File: src/rtl/conv_pkg.sv
// ============================================================================
// Module      : conv_pkg
// Description : Shared constants for the 4x4 convolution window feeder.
// Revision    : 1.0 - initial release
// ============================================================================
`default_nettype none

package conv_pkg;
    localparam int c_LEN_IN_DEF = 8;
    localparam int c_WIN        = 4;
    localparam int c_ST_W       = 2;

    localparam logic [c_ST_W-1:0] c_LOAD_K = 2'd0;
    localparam logic [c_ST_W-1:0] c_STREAM = 2'd1;
    localparam logic [c_ST_W-1:0] c_DRAIN  = 2'd2;

    // Flat slice index of window/kernel element (r, c).
    function automatic int win_idx(input int r, input int c);
        return c_WIN * r + c;
    endfunction
endpackage

`default_nettype wire

File: src/rtl/line_buffer.sv
// ============================================================================
// Module      : line_buffer
// Description : DEPTH-entry delay line that advances only when enabled.
// Revision    : 1.0 - initial release
// ============================================================================
`default_nettype none

module line_buffer
    import conv_pkg::*;
#(
    parameter int LEN_IN = c_LEN_IN_DEF,
    parameter int DEPTH  = 32
) (
    input  logic              clk,
    input  logic              rst_n,
    input  logic              i_en,
    input  logic              i_clr,
    input  logic [LEN_IN-1:0] i_din,
    output logic [LEN_IN-1:0] o_dout
);

    logic [LEN_IN-1:0] r_mem [DEPTH];

    always_ff @(posedge clk or negedge rst_n) begin
        if (!rst_n) begin
            for (int i = 0; i < DEPTH; i++) r_mem[i] <= '0;
        end else if (i_clr) begin
            for (int i = 0; i < DEPTH; i++) r_mem[i] <= '0;
        end else if (i_en) begin
            r_mem[0] <= i_din;
            for (int i = 1; i < DEPTH; i++) r_mem[i] <= r_mem[i-1];
        end
    end

    assign o_dout = r_mem[DEPTH-1];

endmodule

`default_nettype wire

File: src/rtl/conv_window_feeder.sv
// ============================================================================
// Module      : conv_window_feeder
// Description : Loads a 4x4 kernel, then streams raster pixels into 4x4 windows.
// Revision    : 1.0 - initial release
// ============================================================================
`default_nettype none

module conv_window_feeder
    import conv_pkg::*;
#(
    parameter int LEN_IN = c_LEN_IN_DEF,
    parameter int IMG_W  = 32,
    parameter int IMG_H  = 32
) (
    input  logic                            clk,
    input  logic                            rst_n,
    input  logic                            k_valid,
    input  logic signed [LEN_IN-1:0]        k_data,
    output logic                            k_ready,
    input  logic                            pix_valid,
    input  logic signed [LEN_IN-1:0]        pix_data,
    output logic                            pix_ready,
    output logic [c_WIN*c_WIN*LEN_IN-1:0]   win_data,
    output logic [c_WIN*c_WIN*LEN_IN-1:0]   kernel,
    output logic                            win_valid,
    input  logic                            win_ready,
    output logic                            frame_done
);

    localparam int c_WIN_BITS = c_WIN * c_WIN * LEN_IN;
    localparam int c_COL_W    = $clog2(IMG_W);
    localparam int c_ROW_W    = $clog2(IMG_H);
    localparam logic [c_COL_W-1:0] c_COL_LAST = c_COL_W'(IMG_W - 1);
    localparam logic [c_ROW_W-1:0] c_ROW_LAST = c_ROW_W'(IMG_H - 1);
    localparam logic [c_COL_W-1:0] c_COL_WIN  = c_COL_W'(c_WIN - 1);
    localparam logic [c_ROW_W-1:0] c_ROW_WIN  = c_ROW_W'(c_WIN - 1);

    logic [c_ST_W-1:0]     r_state;
    logic [3:0]            r_k_cnt;
    logic [c_COL_W-1:0]    r_col;
    logic [c_ROW_W-1:0]    r_row;
    logic [c_WIN_BITS-1:0] r_kernel;
    logic [c_WIN_BITS-1:0] r_win_sr;
    logic [c_WIN_BITS-1:0] r_win_data;
    logic                  r_win_valid;
    logic                  r_frame_done;

    logic                  w_k_acc;
    logic                  w_pix_acc;
    logic                  w_win_hand;
    logic                  w_win_load;
    logic                  w_last_pix;
    logic                  w_frame_end;
    logic [c_WIN_BITS-1:0] w_win_nxt;
    logic [LEN_IN-1:0]     w_lb_tap [c_WIN];

    assign k_ready     = (r_state == c_LOAD_K);
    assign pix_ready   = (r_state == c_STREAM) && (!r_win_valid || win_ready);
    assign w_k_acc     = k_valid && k_ready;
    assign w_pix_acc   = pix_valid && pix_ready;
    assign w_win_hand  = r_win_valid && win_ready;
    assign w_last_pix  = (r_col == c_COL_LAST) && (r_row == c_ROW_LAST);
    assign w_win_load  = w_pix_acc && (r_col >= c_COL_WIN) && (r_row >= c_ROW_WIN);
    assign w_frame_end = (r_state == c_DRAIN) && w_win_hand;

    // Tap k is the pixel from k rows earlier; tap 0 is the live input.
    assign w_lb_tap[0] = pix_data;

    generate
        for (genvar g = 0; g < c_WIN - 1; g++) begin : g_lb
            line_buffer #(
                .LEN_IN (LEN_IN),
                .DEPTH  (IMG_W)
            ) u_line_buffer (
                .clk    (clk),
                .rst_n  (rst_n),
                .i_en   (w_pix_acc),
                .i_clr  (w_frame_end),
                .i_din  (w_lb_tap[g]),
                .o_dout (w_lb_tap[g+1])
            );
        end
    endgenerate

    // Window shifts left; the new column enters at c=3 with the oldest row at r=0.
    always_comb begin
        w_win_nxt = '0;
        for (int r = 0; r < c_WIN; r++) begin
            for (int c = 0; c < c_WIN; c++) begin
                if (c == c_WIN - 1)
                    w_win_nxt[LEN_IN*win_idx(r, c) +: LEN_IN] = w_lb_tap[c_WIN-1-r];
                else
                    w_win_nxt[LEN_IN*win_idx(r, c) +: LEN_IN] =
                        r_win_sr[LEN_IN*win_idx(r, c+1) +: LEN_IN];
            end
        end
    end

    always_ff @(posedge clk or negedge rst_n) begin
        if (!rst_n) begin
            r_state  <= c_LOAD_K;
            r_k_cnt  <= '0;
            r_col    <= '0;
            r_row    <= '0;
            r_kernel <= '0;
        end else begin
            case (r_state)
                c_LOAD_K: begin
                    if (w_k_acc) begin
                        r_kernel[LEN_IN*int'(r_k_cnt) +: LEN_IN] <= k_data;
                        if (r_k_cnt == 4'd15) begin
                            r_k_cnt <= '0;
                            r_state <= c_STREAM;
                        end else begin
                            r_k_cnt <= r_k_cnt + 4'd1;
                        end
                    end
                end
                c_STREAM: begin
                    if (w_pix_acc) begin
                        if (w_last_pix) begin
                            r_col   <= '0;
                            r_row   <= '0;
                            r_state <= c_DRAIN;
                        end else if (r_col == c_COL_LAST) begin
                            r_col <= '0;
                            r_row <= r_row + c_ROW_W'(1);
                        end else begin
                            r_col <= r_col + c_COL_W'(1);
                        end
                    end
                end
                c_DRAIN: begin
                    if (w_win_hand) r_state <= c_STREAM;
                end
                default: r_state <= c_LOAD_K;
            endcase
        end
    end

    always_ff @(posedge clk or negedge rst_n) begin
        if (!rst_n) begin
            r_win_sr     <= '0;
            r_win_data   <= '0;
            r_win_valid  <= 1'b0;
            r_frame_done <= 1'b0;
        end else begin
            r_frame_done <= w_frame_end;
            if (w_pix_acc)
                r_win_sr <= w_win_nxt;
            else if (w_frame_end)
                r_win_sr <= '0;
            if (w_win_load) begin
                r_win_data  <= w_win_nxt;
                r_win_valid <= 1'b1;
            end else if (w_win_hand) begin
                r_win_valid <= 1'b0;
            end
        end
    end

    assign kernel     = r_kernel;
    assign win_data   = r_win_data;
    assign win_valid  = r_win_valid;
    assign frame_done = r_frame_done;

endmodule

`default_nettype wire

File: config.mk
export PLATFORM = sky130hd
export DESIGN_NAME = conv_window_feeder
export DESIGN_NICKNAME = d
export VERILOG_FILES = /design/src/rtl/conv_pkg.sv /design/src/rtl/line_buffer.sv /design/src/rtl/conv_window_feeder.sv
export SDC_FILE = /design/constraint.sdc
export NUM_CORES = 1
export LEC_CHECK = 0
export CAP_MARGIN = 10
export CORE_AREA = 3 3 359 361
export DETAILED_ROUTE_END_ITERATION = 10
export DIE_AREA = 0 0 362 364
export GPL_ROUTABILITY_DRIVEN = 1
export HOLD_SLACK_MARGIN = 0.03
export PLACE_DENSITY = 0.51
export RECOVER_POWER = 100
export SYNTH_ARGS = -nofsm -noshare
export SYNTH_HDL_FRONTEND = slang
export SYNTH_SLANG_ARGS = --single-unit
export TNS_END_PERCENT = 50
File: constraint.sdc
create_clock -name clk -period 5.25 [get_ports clk]
set_input_delay 1.05 -clock clk [delete_from_list [all_inputs] [get_ports clk]]
set_output_delay 1.05 -clock clk [all_outputs]
set_load 0.03 [all_outputs]
# Word-level counts from Yosys, hierarchy flattened

Cells that the tools add are included.

Register bits after elaboration: 1,170
Input bits: 21
Output and inout bits: 260
Logic and storage cells: 163

Add/sub/neg operators: 4
$lt $le $gt $ge: 2
Eq/ne operators: 10
Shift-type cells: 2
Muxes and demuxes: 22
Reduce and logical (&&, ||, !) cells: 18

Operators with widths:

| kind                                                    | number |
|---|---|
| two-way mux 256 bit                                     | 6 |
| two-way mux 128 bit                                     | 2 |
| bitwise mux 128 bit                                     | 1 |
| variable shift 8 x 33 -> 128 bit (first input constant) | 1 |
| indexed part select 8 x 33 -> 128 bit                   | 1 |
| negator 7 -> 33 bit                                     | 1 |
| two-way mux 5 bit                                       | 4 |
| adder 5 x 1 -> 5 bit (second input constant)            | 2 |
| equality test 5 bit (second input constant)             | 2 |
| >= comparator 5 x 2 -> 1 bit (second input constant)    | 2 |
| two-way mux 2 bit                                       | 5 |
| logical AND 1 bit                                       | 8 |
| inequality test 2 bit (second input constant)           | 3 |
| one-hot mux 2 bit (3 select lines)                      | 1 |
| nonzero test 2 bit                                      | 3 |
| AND reduction 5 bit                                     | 1 |
| adder 4 x 1 -> 4 bit (second input constant)            | 1 |
| equality test 4 bit (second input constant)             | 1 |
| two-way mux 4 bit                                       | 1 |
| inequality test 2 x 1 -> 1 bit (second input constant)  | 2 |
| AND reduction 2 bit                                     | 2 |
| AND reduction 3 bit                                     | 1 |
| equality test 2 x 1 -> 1 bit (second input constant)    | 1 |
| equality test 2 bit (second input constant)             | 1 |
| other kinds (4)                                         | 5 |

# Logic depth before layout (Yosys ltp)

Depth after elaboration: 7
Gate-level depth with buffers: 9
Depth with buffers taken out: 6

# Hierarchy

Synthesis repeated with hierarchy kept, for this count alone.

Cell total of the unflattened synthesis: 3,752
Area, all modules: 46,814.9 sq um

By module, submodules not included:

| module             | instances | cells each | area an instance (sq um) | seq. area each (sq um) |
|---|---|---|---|---|
| line_buffer        | 3         | 833        | 10,664.0                 | 6,406.1 |
| conv_window_feeder | 1         | 1,253      | 14,823.0                 | 9,258.9 |

# Least setup slack after synthesis

OpenSTA, ideal clock, no wires.

Path kind: in2reg
Start: input k_valid
End: register r_kernel[80] (netlist: kernel[80])
Library setup time: 125 ps
Data arrival time: 2,457 ps
Data required time: 5,125 ps
Setup slack: 2,668 ps
Stages: 6
Path buffers: 2
Path through: or4b_1 buf_4 nor2_2 and4b_1 buf_2 mux2_2

Word-level cells in the longest chain between the ends: 2

RTL lines:

| element                              | line                      | RTL |
|---|---|---|
| start, declared                      | conv_window_feeder.sv:17  | `input logic k_valid,` |
| logical AND 1 bit                    | conv_window_feeder.sv:59  | `assign w_k_acc = k_valid && k_ready;` |
| AND reduction 2 bit (no source line) | --                        |  |
| end signal, assigned by index        | conv_window_feeder.sv:110 | `r_kernel[LEN_IN*int'(r_k_cnt) +: LEN_IN] <= k_data;` |
| end, declared                        | conv_window_feeder.sv:42  | `logic [c_WIN_BITS-1:0] r_kernel;` |

Every way passes these cells.
A chain may end at the register's enable or synchronous reset.

# Worst setup path in the final report

Start: input win_ready
End: register g_lb[2].u_line_buffer.r_mem[252] (netlist bit)

Word-level cells in the longest chain between the ends: 4
Elaborated cells between the ends (all ways): 7
Those cells by class: mux: 1; reduce/logical: 6

RTL lines:

| element                             | line                     | RTL |
|---|---|---|
| start, declared                     | conv_window_feeder.sv:26 | `input logic win_ready,` |
| logical OR 1 bit                    | conv_window_feeder.sv:58 | `assign pix_ready = (r_state == c_STREAM) && (!r_win_valid \|\| win_ready);` |
| logical AND 1 bit                   | conv_window_feeder.sv:58 |  |
| logical AND 1 bit                   | conv_window_feeder.sv:60 | `assign w_pix_acc = pix_valid && pix_ready;` |
| nonzero test 2 bit (no source line) | --                       |  |
| end, declared                       | line_buffer.sv:22        | `logic [LEN_IN-1:0] r_mem [DEPTH];` |

Parallel ways exist; a longest one is shown, timed or not.

==> flow_summary.toml <==
[outcome]
status = "finished with violations"
violations = "capacitance limit, slew limit"

[yosys]
ys_top_cells_by_area = "dfrtp_1 65%, nand2_1 14%, mux2_2 6.4%, nand3_1 6.2%, a21oi_1 3.2%"
synthSimpleGateAreaFrac_pct = 21.3
synthAdderAreaFrac_pct = 0.199
synth_top_family_by_area = "simple AND/OR/NAND/NOR gates"
synth.distinct_cells = 47
syn-cell-area_mm2 = 0.0441
synth_flop_cell = "dfrtp_1"
synthXorXnorAreaFrac_pct = 0.0397
syn_inst = 4340
syn-mean-instance-area_um2 = 10.2
synth_mux_area_share_pct = 6.36
synth_top_area_share_pct = 64.6
synth_nets = 4368
synth-seq-cells = 1138
synth_edf_count = 0
synth_compound_area_share_pct = 4.52
yosys_warnings = 0
synth_top_area_cell = "dfrtp_1"
async_flop_share_pct = 100
seq_area_frac_synth_pct = 64.6

[detailed_routing]
top_layer = "met4"
wirelength_mm = 98.8
dr_total_vias = 30200
drc_errors = 0
wl_met2_mm = 45.0
wl_met3_mm = 3.57
wl_per_cell_um = 15.9
ant_nets = 0
dr.pass1.iters = 4
drt_iter0_drc = 2618
viasPerCell = 4.85
wl_met1_mm = 48.2

[critical_path]
crit_arrival_ps = 4850
critical-path-slowest-cell = "and3_1"
crit_path_cell_trace = "dlygate4sd3_1 -> nand2b_1 -> and3_1 -> buf_12 -> clkbuf_2 -> a22o_1"
reg2reg_depth = 5
r2r_start = "r_state[1]$_DFFE_PN0P_"
rrSetupSlack_ps = 1370
worst-path-buf-inv = 3
cp.required_ps = 5860
path_depth = 6
cpLargestDelayFamily = "buffers and inverters"
cp-start-kind = "input pin"
cp_max_fo = 76
critPathMaxStageDelay_ps = 1300
regToRegEndpoint = "g_lb[2].u_line_buffer.r_mem[252]$_DFFE_PN0P_"
setup.worst_path.class = "in2reg"
cp-end-kind = "flip-flop"

[finish]
final_cell_mix = "1666 x nand2_1, 1138 x dfrtp_1, 545 x nand3_1, 282 x a21oi_1, 262 x dlygate4sd3_1"
nets = 4495
final_common_cell = "nand2_1"
n_fill_cell = 12300
fin_util_pct = 41.5
drive_gt1_share_pct = 10.6
area_growth_pct = 18.5

[sta]
hold_viol = 0
setup_violations = 0
slew_headroom_pct = -102
maxSlewViolCount = 444
finalCritPeriodShare_pct = 80.8
period_needed_ps = 4240
tns_ps = 0
tightest_slew_ps = 3020
rsz0062_at_grt = "false"
finalClockSkew_ps = 17.3
fmax_ghz = 0.236
worst_slack_ps = 1010

[cts]
cts_tree = "built"
cts.sinks = 1138
h-tree-depth = 3
hold_buffers = 0
clock_latency_ps = 670
cts_setup_buffers = 0
cts_buffers = 116
cts_buffer_depth = 3
root_buffer = "clkbuf_16"
clk_pin_slew_ps = 60
cts_resized = 0

[die]
rows = 130
floorplan.io_pins = 281
die_x_um = 362
die_y_um = 364
dieArea_mm2 = 0.132
start_util_pct = 35.1
core_area_mm2 = 0.126

[power_and_ir_drop]
p_total_mw = 22.4
p_per_area_mw_per_mm2 = 428
power.leakage_nw = 26.8
ir_drop_mv = 0.274

[grt]
grt_pass1_vias = 29600
grt_first_pass_wirelength_mm = 165
antenna_found_initial = 2
grt_usage_pct = 14.9
grt-ovfl-total = 0
grt_max_degree = 196

[hold_path]
hold_depth = 2
worst_hold_path_type = "reg2reg"
holdPathEnd = "g_lb[1].u_line_buffer.r_mem[67]$_DFFE_PN0P_"
min_from = "g_lb[1].u_line_buffer.r_mem[75]$_DFFE_PN0P_"

[placement]
globalplace.congestion = 0.736
hpwl_mm = 55.7
dpl_worst_slack_ps = 1240
portBuffers = 280

[job]
max_cap_viol_count = 8
[power by group]
group | switching (mW) | leakage, nW | internal, mW
clock | 3.41 | 1.98 | 5.12
sequential | 0.509 | 15.7 | 9.68
combinational | 2.43 | 9.17 | 1.22
total | 6.35 | 26.8 | 16.0
[per-layer routing]
layer / global-route usage [%] / up-vias
met5: 0 / -
met4: 4.16 / 0
met3: 2.25 / 124
met2: 23.2 / 395
met1: 21.6 / 15100
li1: - / 14500
[logic make-up (layout without fill, tap and decap cells)]
group / after synthesis / after routing
xor gates and xnor gates: 2 / 2
AOI/OAI and AO/OA: 358 / 358
and+or+nand+nor: 2268 / 2268
DFF: 1138 / 1138
other: 0 / 2
adders and majority gates: 7 / 7
muxes: 249 / 249
buffers and inverters: 318 / 541
[state kept, by name, summed over array words and instances, names as in the netlist, 2 cells and up]
| register | flops |
|---|---|
| g_lb.u_line_buffer.o_dout | 24 |
| g_lb.u_line_buffer.r_mem | 744 |
| kernel | 128 |
| r_col | 5 |
| r_k_cnt | 4 |
| r_row | 5 |
| r_state | 2 |
| r_win_sr | 96 |
| win_data | 128 |
[worst reg2reg max path, cell delays in order (launching register included)]
cell      delay, ps
dfrtp_1         490
and2b_1         330
and3_1         1300
buf_12          410
clkbuf_2        960
a22o_1          320
[how the worst max path moves through the flow]
| stage | startpoint | end |
|---|---|---|
| finish | win_ready | g_lb[2].u_line_buffer.r_mem[252]$_DFFE_PN0P_ |
| global route | win_ready | g_lb[0].u_line_buffer.r_mem[191]$_DFFE_PN0P_ |
| detailed placement | win_ready | win_data[48]$_DFFE_PN0P_ |
| floorplan | k_valid | kernel[80]$_DFFE_PN0P_ |
| global placement | win_ready | win_data[16]$_DFFE_PN0P_ |
| CTS | win_ready | pix_ready |
[area by class of cell]
type / instances / area (µm²) / share of cell area [%]
inverters: 4 / 22.5 / 0.0431
flip-flops and latches: 1138 / 28500 / 54.5
well taps: 1650 / 2060 / 3.95
clock inverters: 42 / 534 / 1.02
multi-input cells: 2884 / 14300 / 27.3
diodes: 2 / 5.00 / 0.00958
repair buffers: 323 / 3410 / 6.54
clock buffers: 172 / 3460 / 6.62
[Yosys cell counts (5+ instances only)]
library cell  count
o21ai_0          19
clkbuf_1        223
nand2_1        1666
a22o_1           48
dfrtp_1        1138
nand3_1         546
nand2b_1          5
buf_2            70
ha_1              7
buf_1            19
mux2_2          249
nor2_1           10
a21oi_1         282
[stage by stage]
stage | instance area [µm²] | hold WS, ps | cells
floorplan | 44100 | 438 | 4340
global placement | 48400 | 444 | 5999
detailed placement | 48400 | 448 | 5999
CTS | 52400 | 244 | 6213
finish | 52200 | 452 | 6215
global route | 52200 | 474 | 6213
(Power assumes the default switching activity.)
